**src/rtl/instr_queue.sv**
```systemverilog
// First-word-fall-through instruction queue feeding the processor IR.
// The head entry is visible on din before the pop edge, and NOP_WORD is shown when the queue is empty.
module instr_queue #(
  parameter int         DEPTH    = 16,
  parameter logic [8:0] NOP_WORD = 9'b000_000_000
) (
  input  logic                     clk,
  input  logic                     rst,
  input  logic                     wr_en,
  input  logic [8:0]               wr_data,
  input  logic                     fetch,
  input  logic                     clr,
  output logic [8:0]               din,
  output logic                     din_valid,
  output logic                     full,
  output logic                     empty,
  output logic [$clog2(DEPTH):0]   count,
  output logic                     overflow,
  output logic                     underflow
);

  localparam int AW = $clog2(DEPTH);
  localparam int CW = AW + 1;

  logic [8:0]    mem_q [DEPTH];
  logic [AW-1:0] wr_ptr_q, wr_ptr_d;
  logic [AW-1:0] rd_ptr_q, rd_ptr_d;
  logic [CW-1:0] count_q, count_d;
  logic          overflow_q, overflow_d;
  logic          underflow_q, underflow_d;
  logic          push, pop;

  assign empty     = (count_q == '0);
  assign full      = (count_q == CW'(DEPTH));
  assign din_valid = ~empty;
  assign din       = empty ? NOP_WORD : mem_q[rd_ptr_q];
  assign count     = count_q;
  assign overflow  = overflow_q;
  assign underflow = underflow_q;

  // A full queue still accepts a push when the same edge pops, because a slot frees up.
  assign push = wr_en & (~full | fetch);
  assign pop  = fetch & ~empty;

  always_comb begin
    // NOTE: every signal gets a default first so no path leaves it unassigned (no latches).
    wr_ptr_d    = wr_ptr_q;
    rd_ptr_d    = rd_ptr_q;
    count_d     = count_q;
    overflow_d  = overflow_q;
    underflow_d = underflow_q;
    if (clr) begin
      wr_ptr_d    = '0;
      rd_ptr_d    = '0;
      count_d     = '0;
      overflow_d  = 1'b0;
      underflow_d = 1'b0;
    end else begin
      if (push) wr_ptr_d = wr_ptr_q + AW'(1);
      if (pop)  rd_ptr_d = rd_ptr_q + AW'(1);
      count_d     = count_q + CW'(push) - CW'(pop);
      overflow_d  = overflow_q  | (wr_en & full & ~fetch);
      underflow_d = underflow_q | (fetch & empty);
    end
  end

  always_ff @(posedge clk or posedge rst) begin
    // NOTE: sequential state uses non-blocking assignments so all registers update together.
    if (rst) begin
      wr_ptr_q    <= '0;
      rd_ptr_q    <= '0;
      count_q     <= '0;
      overflow_q  <= 1'b0;
      underflow_q <= 1'b0;
    end else begin
      wr_ptr_q    <= wr_ptr_d;
      rd_ptr_q    <= rd_ptr_d;
      count_q     <= count_d;
      overflow_q  <= overflow_d;
      underflow_q <= underflow_d;
    end
  end

  // NOTE: the storage array has no reset; count and the pointers alone decide which entries are valid.
  always_ff @(posedge clk) begin
    if (push && !clr) mem_q[wr_ptr_q] <= wr_data;
  end

endmodule

```
**config.mk**
```make
export PLATFORM = sky130hd
export DESIGN_NAME = instr_queue
export DESIGN_NICKNAME = d
export VERILOG_FILES = /design/src/rtl/instr_queue.sv
export SDC_FILE = /design/constraint.sdc
export NUM_CORES = 1
export LEC_CHECK = 0
export BUFFER_PORTS_ARGS = -buffer_cell sky130_fd_sc_hd__buf_2
export CAP_MARGIN = 20
export CELL_PAD_IN_SITES_DETAIL_PLACEMENT = 2
export CELL_PAD_IN_SITES_GLOBAL_PLACEMENT = 2
export CORE_ASPECT_RATIO = 1.1
export CORE_MARGIN = 2
export CORE_UTILIZATION = 50
export CTS_CLUSTER_SIZE = 24
export DETAILED_ROUTE_END_ITERATION = 12
export HOLD_SLACK_MARGIN = 0.03
export PLACE_DENSITY = 0.84
export SKIP_CTS_REPAIR_TIMING = 1
export SYNTH_ARGS = -nofsm -noshare
export SYNTH_HDL_FRONTEND = slang
export SYNTH_SLANG_ARGS = --single-unit
```
**constraint.sdc**
```tcl
create_clock -name clk -period 4.8 [get_ports clk]
set_clock_uncertainty 0.15 [all_clocks]
set_input_delay 0.24 -clock clk [delete_from_list [all_inputs] [get_ports clk]]
set_output_delay 0.24 -clock clk [all_outputs]
set_load 0.05 [all_outputs]
```
==> impl_metrics.tcl <==
set metrics [dict create \
    wl_met3_um 553 \
    crit_path_end_kind "register" \
    final_common_cell "edfxtp_1" \
    hold_class "in2reg" \
    hold-path-endpoint "rd_ptr_q[1]" \
    ys_warn_count 0 \
    place_congestion 0.744 \
    ys_seq_elements 159 \
    ir_drop_v 0.000370 \
    syn-cell-area_mm2 0.00660 \
    finalSetupTns_ns 0 \
    worst_pin_slew_ns 0.884 \
    reg2reg_to "count[4]" \
    wl_met1_um 7400 \
    viasPerCell 6.08 \
    period_minus_slack_ns 3.53 \
    clk_pin_slew_ns 0.06 \
    drc 0 \
    root_buffer "clkbuf_16" \
    cellLeakagePower_uw 0.00265 \
    syn_avg_cell_area_um2 18.9 \
    diodes 0 \
    crit_fanout 15 \
    antenna_found_initial 1 \
    synth-xor-area-share_pct 0.929 \
    reg2reg_from "count[3]" \
    reg2regPathDepth 14 \
    finalSetupViolations 0 \
    synth_top_family_by_area "multiplexers" \
    numCtsBuffers 17 \
    slew_headroom_pct 41.0 \
    vias 3498 \
    crit_chain "inv_1, ha_1, or4b_1, nand2_1, inv_1, ha_1, inv_1, ha_1, inv_1, fa_1, nor2b_1, o21bai_1, a21oi_1, nor3b_1" \
    post_synth_and_or_nand_nor_area_fraction_pct 4.46 \
    die_w_um 114 \
    r2r_slack_ns 1.27 \
    cp_slowest_cell "or4b_1" \
    grt_usage_pct 26.6 \
    required_ns 4.94 \
    start_util_pct 50.6 \
    synth_cells 350 \
    cpPeakStageDelay_ns 0.76 \
    syn-num-nets 376 \
    drtIter0Drc 255 \
    cp_common_cell "inv_1" \
    met2_length_um 9190 \
    fmax_ghz 0.284 \
    drive_gt1_share_pct 27.5 \
    cts_sinks 159 \
    routed_wl_um 17600 \
    dieArea_mm2 0.0141 \
    synth_enable_flop_cells 144 \
    min_path_cells 3 \
    final_cell_mix "edfxtp_1, buf_2, mux4_2" \
    io_buffers 32 \
    hold_viol_final 0 \
    powerDensity_mw_per_mm2 544 \
    cts_tree "done" \
    rsz0062_at_grt "false" \
    cts_buffer_depth 2 \
    power.total_uw 4150 \
    wl_per_cell_um 30.6 \
    dpl.hpwl_um 10800 \
    grt_start_max_net_pins 25 \
    period_share_pct 73.5 \
    insertion_delay_ns 0.42 \
    htreeDepth 4 \
    cp-start-kind "register" \
    grt.overflow.total 0 \
    synth_mux_area_share_pct 16.3 \
    dr.pass1.iters 4 \
    synth-adder-area-share_pct 2.39 \
    num_rows 44 \
    slew_viol_final 0 \
    ys.flop_type "edfxtp_1" \
    final_net_count 428 \
    crit_arrival_ns 3.67 \
    worstHoldStart "fetch" \
    outcome "finished clean" \
    yosysSeqAreaShare_pct 71.2 \
    top_layer_used "met4" \
    die_h_um 124 \
    synth.distinct_cells 36 \
    ant_nets 0 \
    async_flop_share_pct 9.43 \
    io_pins 33 \
    grt_pass1_vias 3874 \
    area_delta_synth_final_pct 15.5 \
    grt_first_pass_wirelength_um 26000 \
    synth_compound_area_share_pct 2.35 \
    core_area_mm2 0.0130 \
    crit_type "reg2reg" \
    cap_viol_max_count 0 \
]
==> worst max path at each step <==
stage                   from  endpoint
CTS                 count[2]  count[4]
floorplan           count[2]    din[0]
finish              count[3]  count[4]
detailed placement  count[2]  count[4]
global route        count[2]  count[4]
global placement    count[3]  count[4]
==> metal layers <==
| layer | vias to the layer above | track usage, % |
|---|---|---|
| li1 | 1494 | - |
| met1 | 1894 | 34.2 |
| met2 | 82 | 44.5 |
| met3 | 28 | 5.21 |
| met4 | 0 | 10.8 |
| met5 | - | 0 |
==> stage by stage <==
step / setup WS, ns / instances / hold slack, ns / instance area, um^2 / util [%]
3_5_place_dp: 1.26 / 540 / 0.227 / 6990 / 53.5
5_1_grt: 1.02 / 575 / 0.0501 / 7620 / 58.4
2_1_floorplan: 1.53 / 350 / -0.00852 / 6600 / -
4_1_cts: 1.24 / 571 / -0.235 / 7560 / 58.0
6_report: 1.27 / 575 / 0.0454 / 7620 / 58.4
3_3_place_gp: 1.52 / 540 / 0.197 / 6990 / 53.5
==> cells in the mapped netlist (2+ instances only) <==
cell type | number | area share (%)
ha_1 | 11 | 2.1
buf_4 | 2 | 0.23
mux4_2 | 20 | 6.8
a21oi_1 | 14 | 1.1
buf_2 | 6 | 0.46
inv_1 | 13 | 0.74
o21ai_2 | 2 | 0.27
edfxtp_1 | 144 | 66
xnor2_1 | 2 | 0.27
nor3_1 | 14 | 1.1
mux2i_1 | 10 | 1.5
o21ai_1 | 8 | 0.61
nor3b_1 | 3 | 0.34
nand2_1 | 7 | 0.40
nor2b_1 | 4 | 0.38
clkbuf_1 | 10 | 0.57
xor2_1 | 5 | 0.66
mux2_2 | 9 | 1.5
nand3_1 | 5 | 0.38
dfrtp_1 | 15 | 5.7
nor2_1 | 12 | 0.68
buf_6 | 2 | 0.34
nand2b_1 | 4 | 0.38
mux4_1 | 16 | 6.4
==> area by class of cell <==
cell class                 instances  area (um^2)
timing repair buffer              54          354
sequential                       159         4700
clock buffer                      17          425
multi-input combinational        157         1740
fill                            1031         5430
tap                              161          201
clock inverter                    14          150
inverter                          13         48.8
==> power breakdown <==
group	leakage, uW	switching [uW]	internal (uW)	total (uW)
registers	0.00150	83.2	1560	1640
clock network	0.000282	530	804	1330
logic	0.000866	749	421	1170
==> sequential cells by signal (all words and copies together) (netlist names) <==
| register | cells |
|---|---|
| wr_ptr_q | 4 |
| mem_q | 144 |
| underflow | 1 |
| count | 5 |
| overflow | 1 |
| rd_ptr_q | 4 |
==> worst max-delay path, delay by kind of cell (launching register included) <==
family,cells,cell delay [ns]
AND/OR/NAND/NOR,4,1.27
adder cells (fa/ha/maj),4,1.02
flip-flops,1,0.41
buffers and inverters,4,0.29
AO/OA/AOI/OAI,2,0.26
==> logic make-up after synthesis <==
group / count (synthesis)
compound gates: 28
xor+xnor: 7
fa+ha+maj: 12
buf+inv: 34
flops: 159
mux: 55
simple gates: 55
No activity file was read; power rests on OpenSTA's default activity.
